==> config.mk <==
export PLATFORM = sky130hd
export DESIGN_NAME = mem_arbiter_flat
export DESIGN_NICKNAME = d
export VERILOG_FILES = /design/src/rtl/mem_arbiter_if.sv /design/src/rtl/mem_arbiter.sv /design/src/flat_wrapper.sv
export SDC_FILE = /design/constraint.sdc
export NUM_CORES = 1
export LEC_CHECK = 0
export CORE_ASPECT_RATIO = 0.7
export CORE_MARGIN = 2
export CORE_UTILIZATION = 26
export DETAILED_ROUTE_END_ITERATION = 16
export GPL_ROUTABILITY_DRIVEN = 0
export PLACE_DENSITY_LB_ADDON = 0.08
export SLEW_MARGIN = 0
export SYNTH_ARGS = -nofsm -noshare
export SYNTH_HDL_FRONTEND = slang
export SYNTH_SLANG_ARGS = --single-unit
==> constraint.sdc <==
create_clock -name clk -period 1.5 [get_ports clk]
set_input_delay 0.225 -clock clk [delete_from_list [all_inputs] [get_ports clk]]
set_output_delay 0.225 -clock clk [all_outputs]
set_load 0.005 [all_outputs]
==> src/rtl/mem_arbiter_if.sv <==
// Bus bundle between the fetch/data requesters, the mem_arbiter and the shared memory.
interface mem_arbiter_if;
  logic        i_req;
  logic [15:0] i_addr;
  logic        i_done;
  logic [15:0] i_rdata;

  logic        d_req;
  logic        d_wr;
  logic [15:0] d_addr;
  logic [15:0] d_wdata;
  logic        d_done;
  logic [15:0] d_rdata;

  logic        mem_en;
  logic        mem_wr;
  logic [15:0] mem_addr;
  logic [15:0] mem_wdata;
  logic [15:0] mem_rdata;
  logic        mem_rvalid;

  modport slave (
    input  i_req, i_addr, d_req, d_wr, d_addr, d_wdata, mem_rdata, mem_rvalid,
    output i_done, i_rdata, d_done, d_rdata, mem_en, mem_wr, mem_addr, mem_wdata
  );

  modport master (
    output i_req, i_addr, d_req, d_wr, d_addr, d_wdata, mem_rdata, mem_rvalid,
    input  i_done, i_rdata, d_done, d_rdata, mem_en, mem_wr, mem_addr, mem_wdata
  );
endinterface

==> src/rtl/mem_arbiter.sv <==
// Fetch/data arbiter sharing one single-ported memory, one transaction in flight at a time.
// Define ARB_ROUND_ROBIN_EN to alternate grants on ties; otherwise data has fixed priority.
module mem_arbiter #(
  parameter int LATENCY = 4
) (
  input  logic         clk,
  input  logic         rst_n,
  mem_arbiter_if.slave bus,
  output logic         busy
);

  typedef enum logic [1:0] {IDLE, ISSUE, WAIT, DONE} state_t;

  state_t      state;
  state_t      state_nxt;
  logic        sel_d;
  logic        pick_d;
  logic        grant;
  logic        mem_wr_q;
  logic [15:0] mem_addr_q;
  logic [15:0] mem_wdata_q;
  logic [15:0] i_rdata_q;
  logic [15:0] d_rdata_q;

  if (LATENCY < 1) begin : g_latency_check
    $error("mem_arbiter: LATENCY must be at least 1");
  end

  assign grant = (state == IDLE) && (bus.i_req || bus.d_req);

`ifdef ARB_ROUND_ROBIN_EN
  logic last_d;

  // On a tie, the side that did not win the previous grant goes next.
  always_comb begin
    pick_d = bus.d_req && !(bus.i_req && last_d);
  end

  always_ff @(posedge clk or negedge rst_n) begin
    if (!rst_n) begin
      last_d <= 1'b0;
    end else if (grant) begin
      last_d <= pick_d;
    end
  end
`else
  always_comb begin
    pick_d = bus.d_req;
  end
`endif

  always_comb begin
    state_nxt = state;
    case (state)
      IDLE:    if (bus.i_req || bus.d_req) state_nxt = ISSUE;
      ISSUE:   state_nxt = mem_wr_q ? DONE : WAIT;
      WAIT:    if (bus.mem_rvalid) state_nxt = DONE;
      DONE:    state_nxt = IDLE;
      default: state_nxt = IDLE;
    endcase
  end

  always_ff @(posedge clk or negedge rst_n) begin
    if (!rst_n) begin
      state <= IDLE;
    end else begin
      state <= state_nxt;
    end
  end

  // Command fields are latched at the grant edge so later requester changes are ignored.
  always_ff @(posedge clk or negedge rst_n) begin
    if (!rst_n) begin
      sel_d       <= 1'b0;
      mem_wr_q    <= 1'b0;
      mem_addr_q  <= '0;
      mem_wdata_q <= '0;
      i_rdata_q   <= '0;
      d_rdata_q   <= '0;
    end else begin
      if (grant) begin
        sel_d       <= pick_d;
        mem_wr_q    <= pick_d && bus.d_wr;
        mem_addr_q  <= pick_d ? bus.d_addr : bus.i_addr;
        mem_wdata_q <= pick_d ? bus.d_wdata : 16'h0000;
      end
      if ((state == WAIT) && bus.mem_rvalid) begin
        if (sel_d) begin
          d_rdata_q <= bus.mem_rdata;
        end else begin
          i_rdata_q <= bus.mem_rdata;
        end
      end
    end
  end

  assign bus.mem_en    = (state == ISSUE);
  assign bus.mem_wr    = mem_wr_q;
  assign bus.mem_addr  = mem_addr_q;
  assign bus.mem_wdata = mem_wdata_q;
  assign bus.i_done    = (state == DONE) && !sel_d;
  assign bus.d_done    = (state == DONE) && sel_d;
  assign bus.i_rdata   = i_rdata_q;
  assign bus.d_rdata   = d_rdata_q;
  assign busy          = (state != IDLE);

endmodule

==> src/flat_wrapper.sv <==
// flat-port wrapper written by rule: the top's interface ports become plain ports
module mem_arbiter_flat 
#(
  parameter int LATENCY = 4
)
  (clk, rst_n, busy, bus_i_req, bus_i_addr, bus_d_req, bus_d_wr, bus_d_addr, bus_d_wdata, bus_mem_rdata, bus_mem_rvalid, bus_i_done, bus_i_rdata, bus_d_done, bus_d_rdata, bus_mem_en, bus_mem_wr, bus_mem_addr, bus_mem_wdata);
  mem_arbiter_if bus_i ();
  input  logic clk;
  input  logic rst_n;
  output logic busy;
  input wire logic [$bits(bus_i.i_req)-1:0] bus_i_req;
  input wire logic [$bits(bus_i.i_addr)-1:0] bus_i_addr;
  input wire logic [$bits(bus_i.d_req)-1:0] bus_d_req;
  input wire logic [$bits(bus_i.d_wr)-1:0] bus_d_wr;
  input wire logic [$bits(bus_i.d_addr)-1:0] bus_d_addr;
  input wire logic [$bits(bus_i.d_wdata)-1:0] bus_d_wdata;
  input wire logic [$bits(bus_i.mem_rdata)-1:0] bus_mem_rdata;
  input wire logic [$bits(bus_i.mem_rvalid)-1:0] bus_mem_rvalid;
  output wire logic [$bits(bus_i.i_done)-1:0] bus_i_done;
  output wire logic [$bits(bus_i.i_rdata)-1:0] bus_i_rdata;
  output wire logic [$bits(bus_i.d_done)-1:0] bus_d_done;
  output wire logic [$bits(bus_i.d_rdata)-1:0] bus_d_rdata;
  output wire logic [$bits(bus_i.mem_en)-1:0] bus_mem_en;
  output wire logic [$bits(bus_i.mem_wr)-1:0] bus_mem_wr;
  output wire logic [$bits(bus_i.mem_addr)-1:0] bus_mem_addr;
  output wire logic [$bits(bus_i.mem_wdata)-1:0] bus_mem_wdata;
  assign bus_i.i_req = bus_i_req;
  assign bus_i.i_addr = bus_i_addr;
  assign bus_i.d_req = bus_d_req;
  assign bus_i.d_wr = bus_d_wr;
  assign bus_i.d_addr = bus_d_addr;
  assign bus_i.d_wdata = bus_d_wdata;
  assign bus_i.mem_rdata = bus_mem_rdata;
  assign bus_i.mem_rvalid = bus_mem_rvalid;
  assign bus_i_done = bus_i.i_done;
  assign bus_i_rdata = bus_i.i_rdata;
  assign bus_d_done = bus_i.d_done;
  assign bus_d_rdata = bus_i.d_rdata;
  assign bus_mem_en = bus_i.mem_en;
  assign bus_mem_wr = bus_i.mem_wr;
  assign bus_mem_addr = bus_i.mem_addr;
  assign bus_mem_wdata = bus_i.mem_wdata;
  mem_arbiter #(.LATENCY(LATENCY)) u_core (.clk(clk), .rst_n(rst_n), .bus(bus_i), .busy(busy));
endmodule
==> results_dict.tcl, run 1 <==
set metrics [dict create \
    critPathKind "register to register" \
    finalSetupViolations 0 \
    maxSlewHeadroom 0.740 \
    holdPathStages 3 \
    viasPerCell 4.33 \
    hold_ws_ns 0.178 \
    power_frac_comb 0.419 \
    synth_area_leaders "dfrtp_1 60%, mux2_2 13%, nand2_1 7.1%" \
    ys_types 26 \
    grt_antenna_before_repair 0 \
    ant_nets 0 \
    vdd_drop_max_uv 747 \
    grt_use_total 0.137 \
    grt_pass1_vias 2367 \
    internal_power_w 0.00691 \
    die_h_um 91.4 \
    power.leakage_nw 2.19 \
    drt-initial-drc-count 62 \
    n_antenna_cell 0 \
    ios 139 \
    slew_violations 0 \
    tightest_slew_ns 0.390 \
    fin_crit_sh 0.975 \
    worstSkewPairLatency_ns 0.33 \
    mostFrequentLayoutCells "131 x clkdlybuf4s50_1, 67 x dfrtp_1, 51 x nand2_1" \
    coreArea_mm2 0.0105 \
    num_rows 31 \
    cts.htree.levels 3 \
    drive_gt1_frac 0.206 \
    cts_tree "built" \
    drc 0 \
    clk_transition_reported_paths_ns 0.06 \
    overflow 0 \
    rsz0062_at_grt "yes" \
    synth_top_area_share 0.599 \
    port_buffers 138 \
    vias 2253 \
    synth_nets 308 \
    switchingPower_w 0.00276 \
    pwr-share-clk 0.249 \
    start_util 0.271 \
    synthCells 234 \
    wire_per_inst_um 14.8 \
    path_max_fanout 4 \
    status "finished, final reports clean" \
    dr.pass1.iters 4 \
    cp.arrival_ns 1.68 \
    syn_area_per_cell_um2 12.1 \
    grt_pass1_wl_mm 12.4 \
    area_growth_pct 70.7 \
    cp-start-kind "register" \
    final_cells 520 \
    seqPwrFrac 0.331 \
    yosysTopAreaCell "dfrtp_1" \
    wl_mm 7.69 \
    worst_ep_required_time_ns 1.71 \
    dieArea_mm2 0.0118 \
    yosys_register_bits 68 \
    hp-class "primary input to register" \
    dp_hpwl_mm 5.26 \
    fp.dieW_um 129 \
    cap_violations 0 \
    clock-sinks 68 \
    syn_area_mm2 0.00284 \
    seq_area_frac_synth 0.599 \
    reg2reg_depth 6 \
    final_common_cell "clkdlybuf4s50_1" \
    p_sw_frac 0.285 \
    final_util 0.463 \
    dp_cells 499 \
    yosysWarnings 0 \
    period_minus_slack_ns 1.46 \
    cts_inserted_buffers 9 \
    cts_root_buffer "clkbuf_16" \
    clock_skew_ns 0.00577 \
    fmax_ghz 0.684 \
    endpoint_kind "register" \
    tns_ns 0 \
    hold_violations 0 \
    p_per_area_mw_per_mm2 2000 \
    clk_path_buf_depth 2 \
    grt_max_degree 69 \
    nets 457 \
]
[registers in the layout, summed over array words and instances (netlist names)]
signal	flops
u_core.sel_d	1
u_core.state	2
u_core.bus.mem_wdata	16
u_core.bus.i_rdata	16
u_core.bus.d_rdata	16
u_core.bus.mem_addr	16
u_core.bus.mem_wr	1
[cell families after synthesis]
family / count (synthesis) / share of synthesized area
and+or+nand+nor: 77 / 0.123
DFF: 68 / 0.599
muxes: 49 / 0.187
AOI/OAI and AO/OA: 20 / 0.0401
buffers and inverters: 16 / 0.0326
adders and majority gates: 4 / 0.0176
[final cells by class]
type                            count  area, um2
Tap cell                          132        165
Timing Repair Buffer              150       1510
Inverter                            3       13.8
Multi-Input combinational cell    151       1120
Fill cell                         976       5630
Clock inverter                      6        111
Clock buffer                       10        229
Sequential cell                    68       1700
[per-stage QoR]
stage	area (um2)	setup slack (ns)	total power, W
3_3_place_gp	4390	-0.0483	0.00700
3_5_place_dp	4390	-0.0852	0.00706
2_1_floorplan	2840	0.0396	0.00464
5_1_grt	4850	-0.0284	0.0103
6_report	4850	0.0373	0.00967
4_1_cts	4830	-0.0398	0.00978
[critical path, cell delays in order (launching register included)]
cell     delay (ns)
dfrtp_1        0.39
buf_6          0.14
inv_4          0.05
ha_4           0.14
inv_2          0.04
o31a_1         0.27
mux2_4         0.30
[routing by layer]
layer,vias up,wire length (um),share of wire,track usage
met4,0,132,0.017,0.0543
met1,1063,3570,0.46,0.179
met5,-,0,0,0
met2,79,3320,0.43,0.204
met3,15,667,0.087,0.0536
li1,1096,-,-,-
[worst paths after layout]
check / endpoint / startpoint / slack (ns)
min reg2reg: u_core.bus.mem_wdata[11]$_DFFE_PN0P_ / u_core.bus.mem_wdata[11]$_DFFE_PN0P_ / 0.46
min in group asynchronous: u_core.bus.mem_addr[14]$_DFFE_PN0P_ / rst_n / 0.43
min: u_core.sel_d$_DFFE_PN0P_ / bus_d_req / 0.18
max in group asynchronous: u_core.bus.mem_addr[10]$_DFFE_PN0P_ / rst_n / 0.73
max: u_core.state[1]$_DFFE_PN0P_ / u_core.state[1]$_DFFE_PN0P_ / 0.04
max reg2reg: u_core.state[1]$_DFFE_PN0P_ / u_core.state[1]$_DFFE_PN0P_ / 0.04
[synthesized netlist by cell type]
| library cell | number |
|---|---|
| o21a_1 | 1 |
| dfrtp_1 | 68 |
| inv_2 | 1 |
| mux2_2 | 32 |
| o21ai_1 | 2 |
| o21ai_0 | 14 |
| nand2b_1 | 1 |
| nand3b_4 | 1 |
| buf_4 | 2 |
| a41oi_1 | 1 |
| inv_1 | 2 |
| mux2_1 | 1 |
| o31a_1 | 1 |
| nand3_1 | 17 |
| clkbuf_1 | 1 |
| buf_6 | 2 |
| nor3_1 | 1 |
| nand2_1 | 54 |
| and2_1 | 1 |
| clkbuf_2 | 1 |
| buf_2 | 7 |
| ha_1 | 4 |
| nand3_4 | 1 |
| nor2b_1 | 1 |
| o21ai_2 | 1 |
| mux2i_1 | 16 |
[timing repair]
item                                    4_1_cts  5_1_grt
hold buffers                                  1        0
hold endpoints to repair                     68        0
cloned                                        1        0
buffers inserted                              3        0
resized for setup                            29       12
pin swaps                                     2        1
endpoints found under the setup margin       70       26
[power groups by stage]
stage / Combinational, W / Sequential, W / Clock [W]
3_3_place_gp: 0.00379 / 0.00321 / 0
3_5_place_dp: 0.00384 / 0.00322 / 0
6_report: 0.00405 / 0.00320 / 0.00241
5_1_grt: 0.00444 / 0.00334 / 0.00256
2_1_floorplan: 0.00138 / 0.00325 / 0
4_1_cts: 0.00409 / 0.00320 / 0.00248
Note: power is estimated with default switching activity, not from simulation.
==> inputs of run 2 (changes only) <==
CORE_MARGIN = default   (was 2)
SKIP_CTS_REPAIR_TIMING = 1   (was default)
==> run 2 against run 1 <==
Net effect: the run now ends with negative setup slack left; clock-buffer cell count stayed put; sequential cell count stayed put; total power is 2.1% lower; first-iteration DRC count is 21% lower; highest routed layer unchanged; combinational power is 1% lower; critical path type unchanged.
==> results_dict.tcl, run 2 (synthesis gave the netlist of run 1 again) <==
set metrics [dict create \
    status "finished with violations" \
    violations "negative setup slack" \
    grt_pass1_wl_mm 12.0 \
    fmax_ghz 0.657 \
    grt_pass1_vias 2329 \
    cts_inserted_buffers 9 \
    worst_path_max_delay_cell "dfrtp_1" \
    viasPerCell 4.27 \
    wl_mm 7.48 \
    ios 139 \
    vdd_drop_max_uv 678 \
    worstSkewPairLatency_ns 0.32 \
    port_buffers 138 \
    start_util 0.271 \
    power.leakage_nw 2.19 \
    final_util 0.462 \
    fp.dieW_um 127 \
    grt_max_degree 33 \
    dp_hpwl_mm 5.24 \
    fin_crit_sh 1.01 \
    cp.arrival_ns 1.73 \
    grt_antenna_before_repair 0 \
    n_antenna_cell 0 \
    clock_skew_ns 0.00487 \
    cp.buffers_inverters 1 \
    drt-initial-drc-count 49 \
    switchingPower_w 0.00268 \
    r2r_slack_ns -0.02 \
    p_sw_frac 0.283 \
    grt_use_total 0.140 \
    endpoint_kind "register" \
    pwr-share-clk 0.242 \
    p_per_area_mw_per_mm2 1960 \
    drc 0 \
    cts.htree.levels 3 \
    coreArea_mm2 0.0105 \
    finalSetupViolations 3 \
    tightest_slew_ns 0.350 \
    crit_family "flip-flops" \
    num_rows 31 \
    worst_ep_required_time_ns 1.71 \
    nets 457 \
    die_h_um 89.4 \
    clk_transition_reported_paths_ns 0.06 \
    ant_nets 0 \
    fin_ws_ns -0.0224 \
    cp-start-kind "register" \
    drive_gt1_frac 0.188 \
    power_frac_comb 0.423 \
    cts_root_buffer "clkbuf_16" \
    dieArea_mm2 0.0113 \
    path_max_fanout 3 \
    hp-class "primary input to register" \
    seqPwrFrac 0.335 \
    maxSlewHeadroom 0.767 \
    p_total_w 0.00947 \
    final_common_cell "clkdlybuf4s50_1" \
    critical_path.cell_chain "buf_6, ha_2, nand2b_1, o31a_1, mux2_1" \
    rsz0062_at_grt "yes" \
    internal_power_w 0.00679 \
    overflow 0 \
    slew_violations 0 \
    cpPeakStageDelay_ns 0.41 \
    hold_violations 0 \
    critPathKind "register to register" \
    vias 2219 \
    clock-sinks 68 \
    cts_tree "built" \
    dr.pass1.iters 4 \
    clk_path_buf_depth 2 \
    period_minus_slack_ns 1.52 \
    wire_per_inst_um 14.4 \
    area_growth_pct 70.5 \
    cap_violations 0 \
    mostFrequentLayoutCells "131 x clkdlybuf4s50_1, 68 x dfrtp_1, 54 x nand2_1" \
]
==> run 2: cell count changes in the layout (fill, tap and decap cells not counted), sizes merged <==
cell / previous run / this run
clkinv: 1 / 2
nand3b: 2 / 1
bufinv: 3 / 2
dlymetal6s2s: 1 / 3
buf: 16 / 15
==> run 2: worst min-delay path, stage by stage <==
cell and delay, ns:
buf_2 0.13, o21ai_4 0.11, nand2_1 0.08, nand2_1 0.04
==> run 2: path summary, 6_finish.rpt <==
kind,cells past startpoint,to,startpoint
worst max-delay path,5,u_core.state[1]$_DFFE_PN0P_,u_core.state[1]$_DFFE_PN0P_
worst min-delay path,4,u_core.bus.mem_wdata[2]$_DFFE_PN0P_,bus_d_req
worst max register to register,5,u_core.state[1]$_DFFE_PN0P_,u_core.state[1]$_DFFE_PN0P_
worst min register to register,2,u_core.bus.mem_wdata[8]$_DFFE_PN0P_,u_core.bus.mem_wdata[8]$_DFFE_PN0P_
max in group asynchronous,3,u_core.bus.i_rdata[8]$_DFFE_PN0P_,rst_n
min in group asynchronous,2,u_core.bus.mem_wdata[3]$_DFFE_PN0P_,rst_n
==> run 2: metal layers <==
metal / global-route usage / part of all wire / wire (um) / vias to the layer above
met5: 0 / 0 / 0 / -
met4: 0.0487 / 0.012 / 86 / 0
met3: 0.0557 / 0.073 / 543 / 6
met2: 0.219 / 0.45 / 3330 / 76
met1: 0.178 / 0.47 / 3520 / 1039
li1: - / - / - / 1098
==> run 2: final cells by class <==
class	instances	area [um2]
Timing Repair Buffer	151	1550
Inverter	3	11.3
Clock buffer	10	239
Fill cell	991	5630
Tap cell	132	165
Clock inverter	6	86.3
Sequential cell	68	1700
Multi-Input combinational cell	150	1080
==> run 2: through the flow <==
step / hold slack (ns) / area [um2] / setup slack [ns] / setup TNS (ns) / instances
finish: 0.301 / 4840 / -0.0224 / -0.0401 / 520
CTS: -0.194 / 4710 / -0.402 / -5.49 / 515
floorplan: -0.0706 / 2840 / 0.0396 / 0 / 234
global route: 0.322 / 4840 / -0.120 / -2.66 / 520
global placement: 0.166 / 4390 / -0.0817 / -3.82 / 499
detailed placement: 0.162 / 4390 / -0.144 / -4.86 / 499
==> run 2: power groups by stage <==
stage	clock (W)	sequential, W	combinational (W)
2_1_floorplan	0	0.00325	0.00138
3_3_place_gp	0	0.00318	0.00380
3_5_place_dp	0	0.00321	0.00382
4_1_cts	0.00238	0.00319	0.00384
5_1_grt	0.00247	0.00331	0.00443
6_report	0.00229	0.00317	0.00400
==> inputs of run 3 (changes only) <==
ABC_AREA = 1   (was default)
CORE_MARGIN = 1.5   (was default)
==> run 3 against run 2 <==
Net effect: wire length rose by 15%; non-clock buffer count rose by 10; sequential cell count did not move; design area rose by 8.0%; clock skew fell by 0.0015 ns; cell count rose by 27%; the run still ends with negative setup slack left; synthesized cell count rose by 47%; clock-buffer cell count rose by 2; global-route usage rose by 0.40 points; first-iteration DRC count rose by 84%; fmax fell by 14%; sequential power rose by 2%.
==> results_dict.tcl, run 3 <==
set metrics [dict create \
    seqPwrFrac 0.329 \
    port_buffers 138 \
    viasPerCell 4.00 \
    switchingPower_w 0.00316 \
    power_frac_comb 0.453 \
    internal_power_w 0.00664 \
    p_per_area_mw_per_mm2 1880 \
    clock_skew_ns 0.00337 \
    clock-sinks 68 \
    clk_path_buf_depth 2 \
    grt_pass1_wl_mm 13.1 \
    hp-start "bus_d_wdata[4]" \
    p_sw_frac 0.323 \
    pwr-share-clk 0.218 \
    critPathKind "register to output pin" \
    synth_top_area_share 0.580 \
    mostFrequentLayoutCells "141 x nand2_1, 120 x clkdlybuf4s50_1, 68 x dfrtp_1" \
    grt_antenna_before_repair 0 \
    worstSkewPairLatency_ns 0.33 \
    tightest_slew_ns 0.502 \
    grt_pass1_vias 2537 \
    drt-initial-drc-count 90 \
    synthAdderAreaFrac 0.0171 \
    area_growth_pct 78.3 \
    start_util 0.266 \
    multi_input_area_mm2 0.00120 \
    synth_top_family_by_area "simple AND/OR/NAND/NOR gates" \
    cts_inserted_buffers 9 \
    synth.most_common_cell "nand2_1" \
    fmax_ghz 0.566 \
    finalSetupViolations 18 \
    wire_per_inst_um 13.0 \
    nets 578 \
    synth_area_leaders "dfrtp_1 58%, nand2_1 23%, o21ai_0 5.6%" \
    worst_ep_required_time_ns 1.27 \
    vdd_drop_max_uv 646 \
    yosys_register_bits 68 \
    seq_area_frac_synth 0.580 \
    fillers 1037 \
    netlist_top_cells_count "179 x nand2_1, 68 x dfrtp_1, 33 x o21ai_0, 24 x inv_1, 10 x nand2_2" \
    p_total_w 0.00981 \
    ys_types 17 \
    ant_nets 0 \
    clk_transition_reported_paths_ns 0.06 \
    status "finished with violations" \
    endpoint_kind "output pin" \
    syn_area_mm2 0.00293 \
    min_to "u_core.bus.mem_wdata[4]$_DFFE_PN0P_" \
    synth.mux.area_fraction 0 \
    synth_nets 419 \
    reg2reg_depth 10 \
    fin_ws_ns -0.266 \
    slew_violations 0 \
    path_max_fanout 4 \
    vias 2650 \
    n_antenna_cell 0 \
    ios 139 \
    cts.htree.levels 3 \
    die_h_um 91.8 \
    synth_edf_count 0 \
    fin_crit_sh 1.18 \
    cap_violations 0 \
    ys_async_sr_fraction 1.00 \
    cp.arrival_ns 1.54 \
    period_minus_slack_ns 1.77 \
    synthCells 345 \
    cts_tree "built" \
    power.leakage_nw 2.73 \
    yosysTopAreaCell "dfrtp_1" \
    cts_root_buffer "clkbuf_16" \
    synth_simple_gate_area_frac 0.275 \
    final_common_cell "nand2_1" \
    dr.pass1.iters 4 \
    overflow 0 \
    rsz0062_at_grt "yes" \
    drc 0 \
    grt_max_degree 69 \
    wl_mm 8.62 \
    violations "negative setup slack" \
    dieArea_mm2 0.0119 \
    reg2reg_from "u_core.state[1]$_DFFE_PN0P_" \
    cp-start-kind "register" \
    synth_xor_area_frac 0 \
    holdPathStages 3 \
    synth_compound_area_frac 0.0580 \
    hp-class "primary input to register" \
    fp.dieW_um 130 \
    drive_gt1_frac 0.189 \
    maxSlewHeadroom 0.665 \
    regArea_mm2 0.00170 \
    grt_use_total 0.144 \
    dp_hpwl_mm 5.70 \
    final_cells 662 \
    synth-main-ff-cell "dfrtp_1" \
    hold_violations 0 \
    syn_area_per_cell_um2 8.50 \
    yosysWarnings 0 \
    r2r_slack_ns -0.02 \
    dp_cells 636 \
    reg2reg_to "u_core.bus.mem_wdata[8]$_DFFE_PN0P_" \
    coreArea_mm2 0.0110 \
    num_rows 32 \
]
==> run 3: cell types whose count changed in the layout (fill, tap and decap cells not counted), moves of 6 or more <==
cell             delta
buf_4               +6
clkdlybuf4s50_1    -11
dlymetal6s2s_1     +13
inv_1              +20
mux2_2             -32
mux2i_1            -16
nand2_1            +87
nand2_2            +34
nand2_4            +14
nand3_1            -12
o21ai_0            +20
==> run 3: power by group through the flow <==
stage	Sequential (W)	Clock (W)	Combinational, W
final	0.00322	0.00214	0.00444
after global routing	0.00334	0.00230	0.00490
after CTS	0.00314	0.00222	0.00390
after detailed placement	0.00315	0	0.00389
after global placement	0.00314	0	0.00385
after floorplan	0.00319	0	0.00139
==> run 3: how the worst max path moves through the flow <==
stage	start	end	slack (ns)	cells past startpoint
after floorplan	u_core.state[0]$_DFFE_PN0P_	u_core.bus.mem_addr[0]$_DFFE_PN0P_	0.15	8
after global placement	bus_d_req	u_core.bus.mem_addr[13]$_DFFE_PN0P_	-0.12	6
after detailed placement	bus_d_req	u_core.bus.mem_addr[13]$_DFFE_PN0P_	-0.18	6
after CTS	u_core.state[1]$_DFFE_PN0P_	busy	-0.39	4
after global routing	u_core.state[1]$_DFFE_PN0P_	bus_d_done	-0.34	4
final	u_core.state[1]$_DFFE_PN0P_	bus_d_done	-0.27	4
==> run 3: routing by layer <==
metal | wire (um) | GRT usage | vias to the layer above | part of all wire
met1 | 4360 | 0.202 | 1198 | 0.51
met2 | 3640 | 0.205 | 68 | 0.42
li1 | - | - | 1371 | -
met3 | 465 | 0.0467 | 13 | 0.054
met5 | 0 | 0 | - | 0
met4 | 151 | 0.0537 | 0 | 0.018
==> run 3: area by class of cell <==
| class | instances | area share |
|---|---|---|
| timing repair buffer | 161 | 0.326 |
| sequential | 68 | 0.326 |
| multi-input combinational | 236 | 0.230 |
| clock buffer | 12 | 0.0491 |
| tap | 153 | 0.0366 |
| inverter | 27 | 0.0223 |
| clock inverter | 4 | 0.00910 |
| timing repair inverter | 1 | 0.000957 |
==> run 3: critical path, cell delays in order (launching register included) <==
cell and delay [ns]:
dfrtp_1 0.41, ha_1 0.19, nand2_1 0.05, inv_1 0.05
clkdlybuf4s50_1 0.52
==> run 3: cells by family (layout without fill, tap and decap cells) <==
group	count (synthesis)	after routing
buffers and inverters	41	205
AND/OR/NAND/NOR	198	198
AO/OA/AOI/OAI	34	34
adder cells (fa/ha/maj)	4	4
flip-flops	68	68
==> run 3: per-stage QoR <==
stage	setup TNS, ns	utilization	hold WS [ns]	worst slack (ns)	cell area (um2)
2_1_floorplan	0	-	-0.0706	0.146	2930
3_3_place_gp	-2.72	0.415	0.269	-0.118	4570
3_5_place_dp	-3.85	0.415	0.267	-0.178	4570
4_1_cts	-1.26	0.443	-0.0928	-0.388	4870
5_1_grt	-2.32	0.475	0.458	-0.345	5230
6_report	-0.458	0.475	0.439	-0.266	5230
